`src/rtl/frac_fbdiv_pkg.sv`:
```
// Shared constants, types and helpers for the fractional feedback divider.
package frac_fbdiv_pkg;

   localparam int unsigned ORDER_MIN = 1;
   localparam int unsigned ORDER_MAX = 3;

   // Signed modulus word, wide enough for any legal NintW plus MASH excursion.
   typedef logic signed [31:0] mod_t;

   // Largest positive MASH output for a given order.
   function automatic int mash_max(input int unsigned order);
      return 1 << (order - 1);
   endfunction

   // Most negative MASH output for a given order.
   function automatic int mash_min(input int unsigned order);
      return 1 - (1 << (order - 1));
   endfunction

   // Upper clamp bound: largest integer ratio plus the largest MASH step.
   function automatic int div_max(input int unsigned nint_w, input int unsigned order);
      return (1 << nint_w) - 1 + mash_max(order);
   endfunction

   function automatic mod_t clamp_div(input mod_t x, input int lo, input int hi);
      if (x < mod_t'(lo)) return mod_t'(lo);
      if (x > mod_t'(hi)) return mod_t'(hi);
      return x;
   endfunction

endpackage

```
`src/rtl/frac_fbdiv_mash_acc.sv`:
```
// One MASH accumulator stage: sum/carry of (state + input), state advances on step.
module mash_acc #(
   parameter int unsigned W = 16
) (
   input  logic         vclk_i,
   input  logic         rst_i,
   input  logic         clr_i,
   input  logic         step_i,
   input  logic [W-1:0] in,
   output logic [W-1:0] sum,
   output logic         carry
);

   logic [W-1:0] r_acc;
   logic [W:0]   w_full;

   assign w_full = {1'b0, r_acc} + {1'b0, in};
   assign sum    = w_full[W-1:0];
   assign carry  = w_full[W];

   // Accumulator state: cleared on reset/clear, otherwise latches the new sum on a step.
   always_ff @(posedge vclk_i) begin
      if (rst_i || clr_i) r_acc <= '0;
      else if (step_i)    r_acc <= sum;
   end

endmodule

```
`src/rtl/frac_fbdiv.sv`:
```
// Fractional-N PLL feedback divider with MASH 1..3 dithering of the modulus.
module frac_fbdiv
   import frac_fbdiv_pkg::*;
#(
   parameter int unsigned NintW   = 8,
   parameter int unsigned NfracW  = 16,
   parameter int unsigned Order   = 3,
   parameter int unsigned NdivMin = 4
) (
   input  logic              vclk_i,
   input  logic              rst_i,
   input  logic [NintW-1:0]  ndiv_int_i,
   input  logic [NfracW-1:0] ndiv_frac_i,
   input  logic              frac_en_i,
   input  logic              load_i,
   output logic              load_ack_o,
   output logic              dclk_o,
   output logic [NintW+1:0]  div_cur_o
);

   localparam int unsigned MW     = NintW + 2;
   localparam int          DIV_HI = div_max(NintW, Order);

   if (Order < ORDER_MIN || Order > ORDER_MAX) begin : g_bad_order
      $error("frac_fbdiv: Order must be within 1..3");
   end
   if (NdivMin < Order + 1) begin : g_bad_min
      $error("frac_fbdiv: NdivMin must be at least Order+1");
   end

   logic [NintW-1:0]         r_int;
   logic [NfracW-1:0]        r_frac;
   logic                     r_frac_en;
   logic [MW-1:0]            r_count;
   logic [MW-1:0]            r_div_cur;
   logic                     r_dclk;
   logic                     r_ack;
   logic                     r_c2_d1;
   logic                     r_c3_d1;
   logic                     r_c3_d2;

   logic [2:0]               w_carry;
   logic [NfracW-1:0]        w_sum [Order];
   logic                     w_unused_sum;
   logic signed [MW-1:0]     w_mash;
   logic signed [MW-1:0]     w_next_raw;
   logic [MW-1:0]            w_next_div;
   logic [MW-1:0]            w_rst_div;
   logic                     w_term;
   logic                     w_load;
   logic                     w_toggle;
   logic                     w_clr;
   logic                     w_step;

   function automatic logic signed [MW-1:0] ext1(input logic b);
      return {{(MW-1){1'b0}}, b};
   endfunction

   assign w_term   = (r_count == r_div_cur - MW'(1));
   assign w_load   = w_term & load_i;
   assign w_toggle = w_load & (frac_en_i != r_frac_en);
   // Accumulators sit at zero whenever fractional mode is off, and restart when it toggles.
   assign w_clr    = ~r_frac_en | w_toggle;
   assign w_step   = w_term & r_frac_en;

   for (genvar k = 0; k < Order; k++) begin : g_stage
      logic [NfracW-1:0] w_in;
      if (k == 0) begin : g_first
         assign w_in = r_frac;
      end else begin : g_chain
         assign w_in = w_sum[k-1];
      end
      mash_acc #(.W(NfracW)) u_acc (
         .vclk_i (vclk_i),
         .rst_i  (rst_i),
         .clr_i  (w_clr),
         .step_i (w_step),
         .in     (w_in),
         .sum    (w_sum[k]),
         .carry  (w_carry[k])
      );
   end
   for (genvar k = Order; k < 3; k++) begin : g_pad
      assign w_carry[k] = 1'b0;
   end

   assign w_unused_sum = ^w_sum[Order-1];

   // Noise-cancel network: differentiated carries of the cascaded stages.
   always_comb begin
      w_mash = '0;
      if (r_frac_en) begin
         case (Order)
            1:       w_mash = ext1(w_carry[0]);
            2:       w_mash = ext1(w_carry[0]) + ext1(w_carry[1]) - ext1(r_c2_d1);
            default: w_mash = ext1(w_carry[0]) + ext1(w_carry[1]) - ext1(r_c2_d1)
                            + ext1(w_carry[2]) - (ext1(r_c3_d1) <<< 1) + ext1(r_c3_d2);
         endcase
      end
   end

   assign w_next_raw = signed'({2'b00, r_int}) + w_mash;
   assign w_next_div = MW'(clamp_div(mod_t'(w_next_raw), NdivMin, DIV_HI));
   assign w_rst_div  = MW'(clamp_div(mod_t'({2'b00, ndiv_int_i}), NdivMin, DIV_HI));

   // Period counter, modulus update and ratio adoption on the terminal cycle.
   always_ff @(posedge vclk_i) begin
      if (rst_i) begin
         r_int     <= ndiv_int_i;
         r_frac    <= ndiv_frac_i;
         r_frac_en <= frac_en_i;
         r_count   <= '0;
         r_div_cur <= w_rst_div;
         r_dclk    <= 1'b0;
         r_ack     <= 1'b0;
      end else begin
         r_ack <= w_load;
         if (w_term) begin
            r_count   <= '0;
            r_div_cur <= w_next_div;
            r_dclk    <= 1'b0;
            if (w_load) begin
               r_int     <= ndiv_int_i;
               r_frac    <= ndiv_frac_i;
               r_frac_en <= frac_en_i;
            end
         end else begin
            r_count <= r_count + MW'(1);
            r_dclk  <= ((r_count + MW'(1)) == (r_div_cur - MW'(1)));
         end
      end
   end

   // Carry delay taps for the differentiators; follow the accumulator clear rules.
   always_ff @(posedge vclk_i) begin
      if (rst_i || w_clr) begin
         r_c2_d1 <= 1'b0;
         r_c3_d1 <= 1'b0;
         r_c3_d2 <= 1'b0;
      end else if (w_step) begin
         r_c2_d1 <= w_carry[1];
         r_c3_d1 <= w_carry[2];
         r_c3_d2 <= r_c3_d1;
      end
   end

   assign load_ack_o = r_ack;
   assign dclk_o     = r_dclk;
   assign div_cur_o  = r_div_cur;

endmodule

```
`config.mk`:
```
export PLATFORM = sky130hd
export DESIGN_NAME = frac_fbdiv
export DESIGN_NICKNAME = d
export VERILOG_FILES = /design/src/rtl/frac_fbdiv_pkg.sv /design/src/rtl/frac_fbdiv_mash_acc.sv /design/src/rtl/frac_fbdiv.sv
export SDC_FILE = /design/constraint.sdc
export NUM_CORES = 1
export LEC_CHECK = 0
export BUFFER_PORTS_ARGS = -buffer_cell sky130_fd_sc_hd__buf_4
export CAP_MARGIN = 20
export CORE_AREA = 3 3 117 108
export DETAILED_ROUTE_END_ITERATION = 12
export DIE_AREA = 0 0 120 111
export HOLD_SLACK_MARGIN = 0.15
export PLACE_DENSITY = 0.86
export SLEW_MARGIN = 15
export SYNTH_ARGS = -nofsm -noshare
export SYNTH_HDL_FRONTEND = slang
export SYNTH_HIERARCHICAL = 1
export SYNTH_SLANG_ARGS = --single-unit
```
`constraint.sdc`:
```
create_clock -name vclk_i -period 17.2 [get_ports vclk_i]
set_input_delay 1.72 -clock vclk_i [delete_from_list [all_inputs] [get_ports vclk_i]]
set_output_delay 1.72 -clock vclk_i [all_outputs]
set_load 0.005 [all_outputs]
```
=== Word level (Yosys, flattened, before mapping) ===
Cells that the tools add are included.

* Register bits: 98
* Input port bits: 28

* Add/subtract/negate cells: 11
* Magnitude comparators: 3
* Eq/ne operators: 3
* Multiplexer cells: 22
* Bitwise operators: 5
* Reduce and logical (&&, ||, !) cells: 5

{| class="wikitable"
|+ Operator list
! kind !! number
|-
| $mux W10 || 9
|-
| $add A16 B16 Y17 || 3
|-
| $mux W16 || 3
|-
| $mux W8 || 3
|-
| $eq A10 B10 Y1 || 2
|-
| $add A10 B1 Y10 const B || 1
|-
| $add A9 B10 Y10 || 1
|-
| $gt A10 B10 Y1 const B || 1
|-
| $lt A10 B4 Y1 const B || 1
|-
| $sub A10 B1 Y10 const B || 1
|-
| $lt A8 B3 Y1 const B || 1
|-
| $mux W1 || 7
|-
| $add A5 B2 Y6 || 1
|-
| $sub A4 B3 Y5 || 1
|-
| $add A3 B2 Y4 || 1
|-
| $reduce_bool A2 Y1 || 2
|-
| $and A1 B1 Y1 || 3
|-
| $sub A2 B1 Y3 || 1
|-
| $add A1 B1 Y2 || 1
|-
| $reduce_and A2 Y1 || 1
|-
| $reduce_or A2 Y1 || 1
|-
| $logic_or A1 B1 Y1 || 1
|-
| $ne A1 B1 Y1 || 1
|-
| $not A1 Y1 || 1
|-
| $or A1 B1 Y1 || 1
|}

=== Longest topological paths before layout ===
* Depth in word-level cells: 16
* Gate-level depth with buffers: 32
* Depth with buffers taken out: 31

=== Cells and area by module ===
Netlist, hierarchy kept.

{| class="wikitable"
|+ By module, submodules not included
! module !! instances !! cells an instance !! area an instance (um2) !! seq. area each (um2)
|-
| mash_acc || 3 || 192 || 1545.2 || 320.3
|-
| frac_fbdiv || 1 || 301 || 3171.8 || 1351.3
|}

=== Worst setup path after synthesis ===
OpenSTA, ideal clock, no wires.

* Path kind: register to register
* Start point: reg r_frac[0], in the netlist g_stage[0].w_in[0]
* End point: reg r_div_cur[0], in the netlist div_cur_o[0], data pin
* Data arrival time: 6979 ps
* Required time: 16922 ps
* Slack: 9943 ps
* Cell stages (with the launch flop): 31
* Buffers on the path: 0
* Path through: edfxtp_1 > ha_1 > fa_1 > a21oi_1 > o21ai_0 > a211oi_1 > a21oi_1 > ha_1 > nand2_1 > o21ai_0 > o21ai_0 > a21o_1 > and2_1 > ha_1 > and4_1 > a41oi_1 > o21a_1 > o311ai_2 > inv_1 > fa_1 > ha_1 > inv_1 > fa_1 > and2_1 > ha_1 > a211oi_1 > o21ai_0 > a221oi_1 > xnor2_1 > nor4_1 > o221ai_1

* Elaborated cells between the ends (all ways): 20

{| class="wikitable"
|+ RTL lines
! what !! line !! text
|-
| start: declaration || frac_fbdiv.sv:32 || <nowiki>logic [NfracW-1:0] r_frac;</nowiki>
|-
| start signal: assignment || frac_fbdiv.sv:110 || <nowiki>r_frac <= ndiv_frac_i;</nowiki>
|-
| start signal: assignment || frac_fbdiv.sv:124 || <nowiki>r_frac <= ndiv_frac_i;</nowiki>
|-
| $add A16 B16 Y17 * || frac_fbdiv_mash_acc.sv:17 || <nowiki>assign w_full = {1'b0, r_acc} + {1'b0, in};</nowiki>
|-
| net g_stage[1].w_in[6] || frac_fbdiv.sv:67 || <nowiki>logic [NfracW-1:0] w_in;</nowiki>
|-
| $add A16 B16 Y17 * || frac_fbdiv_mash_acc.sv:17 ||
|-
| net g_stage[2].w_in[9] || frac_fbdiv.sv:67 ||
|-
| $add A16 B16 Y17 * || frac_fbdiv_mash_acc.sv:17 ||
|-
| net w_carry[2] || frac_fbdiv.sv:42 || <nowiki>logic [2:0] w_carry;</nowiki>
|-
| $add A3 B2 Y4 * || frac_fbdiv.sv:97 || <nowiki>+ ext1(w_carry[2]) - (ext1(r_c3_d1) <<< 1) + ext1(r_c3_d2);</nowiki>
|-
| $sub A4 B3 Y5 * || frac_fbdiv.sv:97 ||
|-
| $add A5 B2 Y6 * || frac_fbdiv.sv:97 ||
|-
| $mux W10 * || frac_fbdiv.sv:92 || <nowiki>if (r_frac_en) begin</nowiki>
|-
| $add A9 B10 Y10 * || frac_fbdiv.sv:102 || <nowiki>assign w_next_raw = signed'({2'b00, r_int}) + w_mash;</nowiki>
|-
| $gt A10 B10 Y1 || frac_fbdiv_pkg.sv:27 || <nowiki>if (x > mod_t'(hi)) return mod_t'(hi);</nowiki>
|-
| $mux W1 (2 in series) || frac_fbdiv_pkg.sv:27 ||
|-
| $mux W10 || frac_fbdiv_pkg.sv:28 || <nowiki>return x;</nowiki>
|-
| $mux W10 * || frac_fbdiv_pkg.sv:27 ||
|-
| $mux W10 * || frac_fbdiv.sv:118 || <nowiki>if (w_term) begin</nowiki>
|-
| $mux W10 * || frac_fbdiv.sv:108 || <nowiki>if (rst_i) begin</nowiki>
|-
| end signal: assignment || frac_fbdiv.sv:113 || <nowiki>r_div_cur <= w_rst_div;</nowiki>
|-
| end signal: assignment || frac_fbdiv.sv:120 || <nowiki>r_div_cur <= w_next_div;</nowiki>
|-
| end: declaration || frac_fbdiv.sv:35 || <nowiki>logic [MW-1:0] r_div_cur;</nowiki>
|}

Mark *: on every way through the listed nets, which the timed path passes. The rest lies on a longest branch. The select of a mux whose other input is x is not followed.
A chain may end at the register's enable or synchronous reset.

=== Worst setup path after layout ===
* Start point: reg r_frac[0], in the netlist g_stage[0].w_in[0]
* End point: reg r_div_cur[1], in the netlist div_cur_o[1], data pin

The elaborated chain is that of the path after synthesis.

==> impl_metrics.yaml <==
outcome:
  run_status: "complete, no violations"
detailed_routing:
  firstDrtPassIters: 5
  vias: 6694
  finalWirelength_um: 18460
  wire_per_inst_um: 17.79
  drt-initial-drc-count: 650
  antenna_violating_nets_post_route: 0
  via_per_inst: 6.449
  drc: 0
grt:
  gr-max-usage-layer: "met2"
  met2_usage_pct: 45.69
  grt_resource_usage_total_pct: 27.58
  groute.layer.met1.usage_pct: 36.66
  grt_max_degree: 43
  first_global_vias: 6358
  grt.overflow.total: 0
  met3_usage_pct: 5.051
  grt_first_pass_wirelength_um: 30390
  antenna_violations_before_repair: 0
floorplanning:
  num_rows: 37
  dieHeight_um: 111
  die_area_mm2: 0.01332
  die_x_um: 120
  num_io_pins: 40
  initial_standard_cell_utilization_of_the_core_pct: 67.57
  core_area_mm2: 0.01143
clock_tree:
  cts_tree: "yes"
  worst_setup_hold_path_clk_slew_ns: 0.07
  clk_root_buffer_cell: "clkbuf_16"
  max-clock-path-buffers: 2
  postCtsSetupBuffers: 0
  cts-hold-fix-buffers: 0
  clock_tree.htree_level_count: 3
  cts_buffers: 9
  tritoncts_num_sinks: 98
  clock_latency_on_the_worst_skew_pair_ns: 0.35
  ctsResizeCount: 0
setup_path:
  worst_path_largest_cell_delay_ns: 0.43
  timing.critical_path.buf_inv: 2
  critical-path-slowest-cell: "nor4_1"
  arrival_ns: 8.45
  worstPathMaxFanout: 8
  worstSetupPathType: "reg -> reg"
  setup.worst_path.start_class: "flip-flop"
  cp_data_required_time_ns: 17.28
  cp_startpoint: "g_stage[0].w_in[0]"
  worstSetupEndpointType: "flip-flop"
  worst_path_dominant_cell_family: "compound AO/OA/AOI/OAI gates"
  r2r_startpoint: "g_stage[0].w_in[0]"
  critPathMostFrequentCell: "ha_1"
placement:
  gp_congestion: 0.9517
  place.detailed.hpwl_um: 13680
  place_inst: 1022
  place.port_buffers: 39
  post_dp_cell_area_mm2: 0.008006
sta:
  finalSetupTns_ns: 0
  fmax_mhz: 119.4
  fin_crit_ns: 8.375
  rsz_0062_raised_after_global_routing: "no"
  final_setup_violation_count: 0
  hold_ws_ns: 0.4730
  timing.max_slew.rel_slack_pct: 43.82
  tightest_slew_ns: 0.8396
  timing.final.hold_violations: 0
  fin_skew_ns: 0.009446
  final.period_utilization_pct: 48.69
  report.final.slew_viol_count: 0
logic_synthesis:
  ys_warn_count: 6
  synthesis.nets: 964
  postSynthAreaPerCell_um2: 8.942
  netlist_instances: 864
  post_synth_instance_area_mm2: 0.007726
power:
  power.density_mw_per_mm2: 61.93
  maximum_ir_drop_on_the_vdd_rail_mv: 0.06798
  total_power_uw: 513.6
  leakagePower_uw: 0.003421
final_layout:
  count_of_nets_after_finishing: 977
  drive_gt1_share_pct: 13.61
  multi_input_combinational_cell_area_mm2: 0.005025
  post_layout_nonfiller_instances: 1038
  area.sequential_mm2: 0.002312
  filler_instances: 861
  flow.area_growth_from_synthesis_pct: 7.336
  final_cell_mix: "65 x ha_1, 63 x dfxtp_1, 60 x nor2_1, 60 x nand2_1"
  mostFrequentLayoutCell: "ha_1"
  antenna_cells: 0
  post_route_cell_area_mm2: 0.008293
worst_hold_path:
  hold_path.class: "reg -> reg"
  min-delay-start: "g_stage[1].u_acc/r_acc[15]"
job:
  cap_violations: 0
## worst paths after layout
check                                                   to  slack [ns]  depth (start not counted)
worst min register to register  g_stage[1].u_acc/r_acc[15]        0.47                          2
worst max register to register                div_cur_o[1]        8.83                         30
worst max-delay path                          div_cur_o[1]        8.83                         30
worst min-delay path            g_stage[1].u_acc/r_acc[15]        0.47                          2
## layer usage
layer	up-vias	wire length, um
met2	258	8851
met4	0	310
met5	-	0
met1	3167	8164
met3	39	1137
li1	3230	-
## worst reg2reg max path, delay by kind of cell, from the launching register on
family / cells / cell delay, ns
simple gates: 5 / 1.19
flops: 1 / 0.38
compound gates: 14 / 3.34
buf+inv: 2 / 0.19
fa+ha+maj: 8 / 2.79
xor+xnor: 1 / 0.21
## stage by stage
| step | util, % | worst slack [ns] |
|---|---|---|
| 2_1_floorplan | - | 9.970 |
| 3_3_place_gp | 70.02 | 9.381 |
| 3_5_place_dp | 70.02 | 9.010 |
| 4_1_cts | 72.50 | 8.975 |
| 5_1_grt | 72.52 | 8.217 |
| 6_report | 72.52 | 8.825 |
## power breakdown
part | leakage, uW | total, uW | switching (uW) | internal, uW
Sequential | 0.000852 | 252 | 5.58 | 246
Combinational | 0.00243 | 68.5 | 42.0 | 26.5
Clock | 0.000135 | 193 | 92.7 | 100
Total | 0.00342 | 514 | 140 | 373
## area by class of cell
class	count	share of cell area, %
clock buffers	9	2.716
clock inverters	7	0.7091
inverters	47	2.127
multi-input cells	681	60.59
flip-flops and latches	98	27.88
well taps	156	2.354
repair buffers	40	3.621
## state kept, by name, summed over array words and instances (netlist names)
signal and flops:
r_c3_d1 1, div_cur_o 10, r_count 10, load_ack_o 1
g_stage.u_acc/r_acc 48, r_int 8, dclk_o 1, g_stage.w_in 16
r_c3_d2 1, r_frac_en 1, r_c2_d1 1
No activity file was read; power rests on OpenSTA's default activity.
